File: src/rtl/exe_stage_if.sv
// ID/EXE -> EXE/MEM boundary of the execute stage: decoded operands in,
// pipeline-register contents and the upstream stall out.
interface exe_stage_if #(
  parameter int WIDTH = 32
) ();
  logic             evalid;
  logic             ewreg;
  logic             em2reg;
  logic             ewmem;
  logic [3:0]       ealuc;
  logic             ealuimm;
  logic [4:0]       emux;
  logic [WIDTH-1:0] eqa;
  logic [WIDTH-1:0] eqb;
  logic [WIDTH-1:0] esignextendimm;

  logic             mvalid;
  logic             mwreg;
  logic             mm2reg;
  logic             mwmem;
  logic [4:0]       mmux;
  logic [WIDTH-1:0] malu;
  logic [WIDTH-1:0] mqb;
  logic             estall;

  // master: the ID/EXE side that issues instructions and watches the stall
  modport master (
    output evalid, ewreg, em2reg, ewmem, ealuc, ealuimm, emux,
           eqa, eqb, esignextendimm,
    input  mvalid, mwreg, mm2reg, mwmem, mmux, malu, mqb, estall
  );

  modport slave (
    input  evalid, ewreg, em2reg, ewmem, ealuc, ealuimm, emux,
           eqa, eqb, esignextendimm,
    output mvalid, mwreg, mm2reg, mwmem, mmux, malu, mqb, estall
  );
endinterface

File: src/rtl/exe_stage.sv
// MIPS execute stage: operand-B select, single-cycle ALU, iterative shift-add
// multiply, and the EXE/MEM pipeline register.
module exe_stage #(
  parameter int WIDTH    = 32,
  parameter int MUL_ITER = 32
) (
  input  logic        clk,
  input  logic        rst,
  exe_stage_if.slave  pipe
);

  localparam int            CW       = (MUL_ITER > 1) ? $clog2(MUL_ITER) : 1;
  localparam logic [CW-1:0] CNT_LAST = CW'(MUL_ITER - 1);

  localparam logic [3:0] ALU_AND = 4'b0000;
  localparam logic [3:0] ALU_OR  = 4'b0001;
  localparam logic [3:0] ALU_ADD = 4'b0010;
  localparam logic [3:0] ALU_SUB = 4'b0110;
  localparam logic [3:0] ALU_SLT = 4'b0111;
  localparam logic [3:0] ALU_NOR = 4'b1100;
  localparam logic [3:0] ALU_MUL = 4'b1000;

  typedef enum logic {
    IDLE = 1'b0,
    MUL  = 1'b1
  } state_t;

  state_t           state_q;
  logic [CW-1:0]    cnt_q;
  logic [WIDTH-1:0] mcand_q;
  logic [WIDTH-1:0] mplier_q;
  logic [WIDTH-1:0] prod_q;
  logic [WIDTH-1:0] prod_d;

  // instruction held aside while the multiplier iterates
  logic             lat_wreg_q;
  logic             lat_m2reg_q;
  logic             lat_wmem_q;
  logic [4:0]       lat_mux_q;
  logic [WIDTH-1:0] lat_qb_q;

  logic             mvalid_q;
  logic             mwreg_q;
  logic             mm2reg_q;
  logic             mwmem_q;
  logic [4:0]       mmux_q;
  logic [WIDTH-1:0] malu_q;
  logic [WIDTH-1:0] mqb_q;

  logic [WIDTH-1:0] opa;
  logic [WIDTH-1:0] opb;
  logic [WIDTH-1:0] alu_res;
  logic             is_mul;
  logic             mul_last;

  assign opa      = pipe.eqa;
  assign opb      = pipe.ealuimm ? pipe.esignextendimm : pipe.eqb;
  assign is_mul   = (pipe.ealuc == ALU_MUL);
  assign mul_last = (cnt_q == CNT_LAST);

  always_comb begin
    alu_res = '0;
    case (pipe.ealuc)
      ALU_AND: alu_res = opa & opb;
      ALU_OR:  alu_res = opa | opb;
      ALU_ADD: alu_res = opa + opb;
      ALU_SUB: alu_res = opa - opb;
      ALU_SLT: alu_res = {{(WIDTH-1){1'b0}}, ($signed(opa) < $signed(opb))};
      ALU_NOR: alu_res = ~(opa | opb);
      default: alu_res = '0;
    endcase
  end

  // one shift-add step; the final step's sum is what gets written out
  assign prod_d = mplier_q[0] ? (prod_q + mcand_q) : prod_q;

  assign pipe.estall = ((state_q == IDLE) && pipe.evalid && is_mul) ||
                       ((state_q == MUL) && !mul_last);

  always_ff @(posedge clk) begin
    if (rst) begin
      state_q     <= IDLE;
      cnt_q       <= '0;
      mcand_q     <= '0;
      mplier_q    <= '0;
      prod_q      <= '0;
      lat_wreg_q  <= 1'b0;
      lat_m2reg_q <= 1'b0;
      lat_wmem_q  <= 1'b0;
      lat_mux_q   <= '0;
      lat_qb_q    <= '0;
      mvalid_q    <= 1'b0;
      mwreg_q     <= 1'b0;
      mm2reg_q    <= 1'b0;
      mwmem_q     <= 1'b0;
      mmux_q      <= '0;
      malu_q      <= '0;
      mqb_q       <= '0;
    end else begin
      // EXE/MEM defaults to a bubble; the branches below override it
      mvalid_q <= 1'b0;
      mwreg_q  <= 1'b0;
      mm2reg_q <= 1'b0;
      mwmem_q  <= 1'b0;
      mmux_q   <= '0;
      malu_q   <= '0;
      mqb_q    <= '0;

      case (state_q)
        IDLE: begin
          if (pipe.evalid && is_mul) begin
            mcand_q     <= opa;
            mplier_q    <= opb;
            prod_q      <= '0;
            cnt_q       <= '0;
            lat_wreg_q  <= pipe.ewreg;
            lat_m2reg_q <= pipe.em2reg;
            lat_wmem_q  <= pipe.ewmem;
            lat_mux_q   <= pipe.emux;
            lat_qb_q    <= pipe.eqb;
            state_q     <= MUL;
          end else if (pipe.evalid) begin
            mvalid_q <= 1'b1;
            mwreg_q  <= pipe.ewreg;
            mm2reg_q <= pipe.em2reg;
            mwmem_q  <= pipe.ewmem;
            mmux_q   <= pipe.emux;
            malu_q   <= alu_res;
            mqb_q    <= pipe.eqb;
          end
        end

        MUL: begin
          prod_q   <= prod_d;
          mcand_q  <= mcand_q << 1;
          mplier_q <= mplier_q >> 1;
          cnt_q    <= cnt_q + 1'b1;
          if (mul_last) begin
            mvalid_q <= 1'b1;
            mwreg_q  <= lat_wreg_q;
            mm2reg_q <= lat_m2reg_q;
            mwmem_q  <= lat_wmem_q;
            mmux_q   <= lat_mux_q;
            malu_q   <= prod_d;
            mqb_q    <= lat_qb_q;
            cnt_q    <= '0;
            state_q  <= IDLE;
          end
        end

        default: state_q <= IDLE;
      endcase
    end
  end

  assign pipe.mvalid = mvalid_q;
  assign pipe.mwreg  = mwreg_q;
  assign pipe.mm2reg = mm2reg_q;
  assign pipe.mwmem  = mwmem_q;
  assign pipe.mmux   = mmux_q;
  assign pipe.malu   = malu_q;
  assign pipe.mqb    = mqb_q;

endmodule
File: src/flat_wrapper.sv
// flat-port wrapper written by rule: the top's interface ports become plain ports
module exe_stage_flat 
#(
  parameter int WIDTH    = 32,
  parameter int MUL_ITER = 32
)
  (clk, rst, pipe_evalid, pipe_ewreg, pipe_em2reg, pipe_ewmem, pipe_ealuc, pipe_ealuimm, pipe_emux, pipe_eqa, pipe_eqb, pipe_esignextendimm, pipe_mvalid, pipe_mwreg, pipe_mm2reg, pipe_mwmem, pipe_mmux, pipe_malu, pipe_mqb, pipe_estall);
  exe_stage_if #(.WIDTH(WIDTH)) pipe_i ();
  input  logic clk;
  input  logic rst;
  input wire logic [$bits(pipe_i.evalid)-1:0] pipe_evalid;
  input wire logic [$bits(pipe_i.ewreg)-1:0] pipe_ewreg;
  input wire logic [$bits(pipe_i.em2reg)-1:0] pipe_em2reg;
  input wire logic [$bits(pipe_i.ewmem)-1:0] pipe_ewmem;
  input wire logic [$bits(pipe_i.ealuc)-1:0] pipe_ealuc;
  input wire logic [$bits(pipe_i.ealuimm)-1:0] pipe_ealuimm;
  input wire logic [$bits(pipe_i.emux)-1:0] pipe_emux;
  input wire logic [$bits(pipe_i.eqa)-1:0] pipe_eqa;
  input wire logic [$bits(pipe_i.eqb)-1:0] pipe_eqb;
  input wire logic [$bits(pipe_i.esignextendimm)-1:0] pipe_esignextendimm;
  output wire logic [$bits(pipe_i.mvalid)-1:0] pipe_mvalid;
  output wire logic [$bits(pipe_i.mwreg)-1:0] pipe_mwreg;
  output wire logic [$bits(pipe_i.mm2reg)-1:0] pipe_mm2reg;
  output wire logic [$bits(pipe_i.mwmem)-1:0] pipe_mwmem;
  output wire logic [$bits(pipe_i.mmux)-1:0] pipe_mmux;
  output wire logic [$bits(pipe_i.malu)-1:0] pipe_malu;
  output wire logic [$bits(pipe_i.mqb)-1:0] pipe_mqb;
  output wire logic [$bits(pipe_i.estall)-1:0] pipe_estall;
  assign pipe_i.evalid = pipe_evalid;
  assign pipe_i.ewreg = pipe_ewreg;
  assign pipe_i.em2reg = pipe_em2reg;
  assign pipe_i.ewmem = pipe_ewmem;
  assign pipe_i.ealuc = pipe_ealuc;
  assign pipe_i.ealuimm = pipe_ealuimm;
  assign pipe_i.emux = pipe_emux;
  assign pipe_i.eqa = pipe_eqa;
  assign pipe_i.eqb = pipe_eqb;
  assign pipe_i.esignextendimm = pipe_esignextendimm;
  assign pipe_mvalid = pipe_i.mvalid;
  assign pipe_mwreg = pipe_i.mwreg;
  assign pipe_mm2reg = pipe_i.mm2reg;
  assign pipe_mwmem = pipe_i.mwmem;
  assign pipe_mmux = pipe_i.mmux;
  assign pipe_malu = pipe_i.malu;
  assign pipe_mqb = pipe_i.mqb;
  assign pipe_estall = pipe_i.estall;
  exe_stage #(.WIDTH(WIDTH), .MUL_ITER(MUL_ITER)) u_core (.clk(clk), .rst(rst), .pipe(pipe_i));
endmodule
File: config.mk
export PLATFORM = sky130hd
export DESIGN_NAME = exe_stage_flat
export DESIGN_NICKNAME = d
export VERILOG_FILES = /design/src/rtl/exe_stage_if.sv /design/src/rtl/exe_stage.sv /design/src/flat_wrapper.sv
export SDC_FILE = /design/constraint.sdc
export NUM_CORES = 1
export LEC_CHECK = 0
export BUFFER_PORTS_ARGS = -buffer_cell sky130_fd_sc_hd__clkbuf_2
export CAP_MARGIN = 10
export CORE_MARGIN = 2
export CORE_UTILIZATION = 33
export DETAILED_ROUTE_END_ITERATION = 16
export HOLD_SLACK_MARGIN = 0.02
export SYNTH_ARGS = -nofsm -noshare
export SYNTH_HDL_FRONTEND = slang
export SYNTH_SLANG_ARGS = --single-unit
File: constraint.sdc
create_clock -name clk -period 9.1 [get_ports clk]
set_input_delay 2.275 -clock clk [delete_from_list [all_inputs] [get_ports clk]]
set_output_delay 2.275 -clock clk [all_outputs]
set_load 0.01 [all_outputs]
==> impl_metrics.ini <==
[cts]
cts_resized = 0
clk_path_buf_depth = 3
clk_latency_ns = 0.56
cts.sinks = 215
clk_pin_slew_ns = 0.06
ctsHoldBuffers = 0
cts_tree = done
postCtsSetupBuffers = 0
ctsRootBufferMaster = clkbuf_16
htree_levels = 1
cts_buffers = 26

[die]
dieArea_sq_um = 48600
die_w_um = 220
core_sq_um = 46400
start_util = 0.333
pin_count = 186
num_rows = 79
die-height_um = 220

[grt]
gr-total-overflow = 0
grt_pass1_wl_mm = 87.7
grt_pass1_vias = 14800
grt_max_degree = 91
antenna_found_initial = 1
gr-usage-all-layers = 0.232

[worst_setup_path]
cp-end-kind = output pin
r2r_start = u_core.prod_q[0]$_SDFFE_PP0P_
worstSetupPathType = input port to output pin
rrSetupSlack_ns = 5.52
worst_setup_path_start_kind = input port
worstReg2RegEnd = u_core.pipe.malu[26]$_SDFF_PP0_
cpMostUsedCell = clkbuf_2
crit_buf_inv = 2
slowest_stage = and3_4
crit_path_max_incr_delay_ns = 0.65
crit_family = simple AND/OR/NAND/NOR gates
path_cells = clkbuf_2 -> nor3b_1 -> and3_4 -> nand2_2 -> nand2_1 -> clkbuf_2
path_max_fanout = 46
reg2reg_depth = 11
critPathArrivalTime_ns = 3.90
required_ns = 6.83
setup.worst_path.start = pipe_ealuc[0]

[route]
final_antenna_net_count = 0
wl_per_cell_um = 20.4
vias = 15700
dr.pass1.iters = 5
drtIter0Drc = 1490
wirelength_mm = 57.2
drc_errors = 0
via_per_inst = 5.61
routed-wl-met2_mm = 24.1
wl_met1_mm = 26.5
dr.max_layer_used = met5
wl_met3_mm = 4.76

[place]
postPlaceCellArea_sq_um = 16900
dp.cells = 2750
port_buffers = 185
dp_hpwl_mm = 42.3
pre_cts_ws_ns = 2.60
gp_congestion = 0.963

[min_path]
hp-start = u_core.lat_qb_q[0]$_SDFFE_PP0P_
hold_class = flop to flop
holdPathStages = 2
hold_end = u_core.lat_qb_q[0]$_SDFFE_PP0P_

[pwr]
p_per_area_nw_per_um2 = 148
total_power_mw = 2.62
p_leak_nw = 7.42
peakVddDrop_mv = 0.138

[sta]
tns_ns = 0
finalCritPeriodShare = 0.678
max_slew.worst_pin.slew_ns = 1.12
timing.fmax_ghz = 0.162
finalWorstSetupSlack_ns = 2.93
fin_hold_ws_ns = 0.454
fin_worst_skew_ns = 0.00881
rsz0062_at_grt = false
hold_viol_final = 0
slew_headroom = 0.231
setup_violations = 0
min_period_ns = 6.17
final_max_slew_viol_count = 0

[synthesis]
synthFlopType = dfxtp_1
ys_types = 87
avgSynthCellArea_sq_um = 7.50
synth.net_count = 2317
synth_async_sr_flop_share = 0
synth_edf_count = 0
yosysWarnings = 0
syn_area_sq_um = 15400
yosysSeqAreaShare = 0.279
synthCells = 2061
ys_seq_elements = 215

[layout]
antenna_cells = 0
final_cell_mix = 285 x nor2_1, 267 x a21oi_1, 221 x nand2_1
drive_above_1_share = 0.133
fill_cells = 4858
final_nets = 2427
mostFrequentLayoutCell = nor2_1
area_delta_synth_final_pct = 15.0
instances_no_fill = 2797
post-route-util = 0.383
fin_area_sq_um = 17800

[outcome]
status = finished clean

[run]
cap_violations = 0
[state kept, by name, indices dropped and copies added (netlist names)]
register / count
u_core.lat_wmem_q: 1
u_core.pipe.mvalid: 1
u_core.pipe.mm2reg: 1
u_core.pipe.malu: 32
u_core.pipe.mmux: 5
u_core.mcand_q: 32
u_core.cnt_q: 5
u_core.pipe.mwmem: 1
u_core.mplier_q: 32
u_core.lat_qb_q: 32
u_core.state_q: 1
u_core.prod_q: 32
u_core.lat_wreg_q: 1
u_core.lat_mux_q: 5
u_core.lat_m2reg_q: 1
u_core.pipe.mqb: 32
u_core.pipe.mwreg: 1
[worst register-to-register path, stage by stage, from the launching register on]
cell      delay, ns
dfxtp_1        0.32
ha_1           0.25
fa_1           0.41
a21o_1         0.19
a22o_1         0.22
o31ai_2        0.40
o211ai_1       0.29
a31oi_1        0.43
o21bai_1       0.19
nor4b_1        0.18
a311oi_1       0.42
o211ai_1       0.14
[worst max path at each step]
| stage | endpoint | slack, ns | cells past startpoint |
|---|---|---|---|
| 3_3_place_gp | u_core.pipe.malu[24]$_SDFF_PP0_ | 2.65 | 14 |
| 2_1_floorplan | pipe_estall | 3.33 | 7 |
| 5_1_grt | u_core.pipe.malu[24]$_SDFF_PP0_ | 2.76 | 15 |
| 3_5_place_dp | u_core.pipe.malu[22]$_SDFF_PP0_ | 2.60 | 15 |
| 6_report | pipe_estall | 2.93 | 6 |
| 4_1_cts | pipe_estall | 2.96 | 6 |
[Yosys cell counts, drive strengths merged, types with 6 or more instances]
cell type | instances | area share
a2111oi | 7 | 0.0060
a221o | 12 | 0.0078
nand2 | 223 | 0.054
o21a | 6 | 0.0029
xor2 | 17 | 0.0096
or3 | 10 | 0.0044
a2bb2oi | 6 | 0.0034
and2 | 11 | 0.0045
o221ai | 7 | 0.0044
nor3 | 23 | 0.0075
a221oi | 31 | 0.018
o21ai | 68 | 0.022
o22ai | 17 | 0.0069
nand2b | 19 | 0.0077
nor3b | 9 | 0.0047
and3 | 8 | 0.0032
dfxtp | 215 | 0.28
o21bai | 25 | 0.012
a31oi | 22 | 0.0089
a211oi | 48 | 0.023
clkbuf | 112 | 0.027
ha | 141 | 0.11
o211ai | 11 | 0.0053
a21oi | 267 | 0.086
nand4 | 12 | 0.0049
nor4 | 6 | 0.0024
xnor2 | 33 | 0.019
o31ai | 12 | 0.0062
nor2 | 286 | 0.069
nor2b | 19 | 0.0077
buf | 22 | 0.0070
mux2i | 60 | 0.039
a22oi | 44 | 0.021
inv | 113 | 0.027
nand3 | 33 | 0.011
a21o | 22 | 0.011
[metal layers]
metal | GRT usage | vias up
li1 | - | 7530
met1 | 0.324 | 7463
met2 | 0.352 | 606
met3 | 0.0510 | 99
met4 | 0.0740 | 2
met5 | 0 | -
[report_power, final]
group | switching (mW) | internal (mW)
clock network | 0.431 | 0.659
logic | 0.363 | 0.200
registers | 0.00913 | 0.959
total | 0.804 | 1.82
[cells by family after synthesis]
logic type,after synthesis,synth area share
simple gates,681,0.193
compound gates,661,0.280
buf+inv,248,0.0623
flops,215,0.279
fa+ha+maj,144,0.118
mux,62,0.0403
xor+xnor,50,0.0283
[cell type report]
class | count | area [sq um] | area share
Multi-Input combinational cell | 1598 | 10200 | 0.575
Sequential cell | 215 | 4310 | 0.243
Timing Repair Buffer | 217 | 1170 | 0.0660
Tap cell | 607 | 759 | 0.0427
Clock buffer | 37 | 752 | 0.0423
Inverter | 113 | 424 | 0.0239
Clock inverter | 10 | 141 | 0.00796
Power figures use the tool's default switching activity.
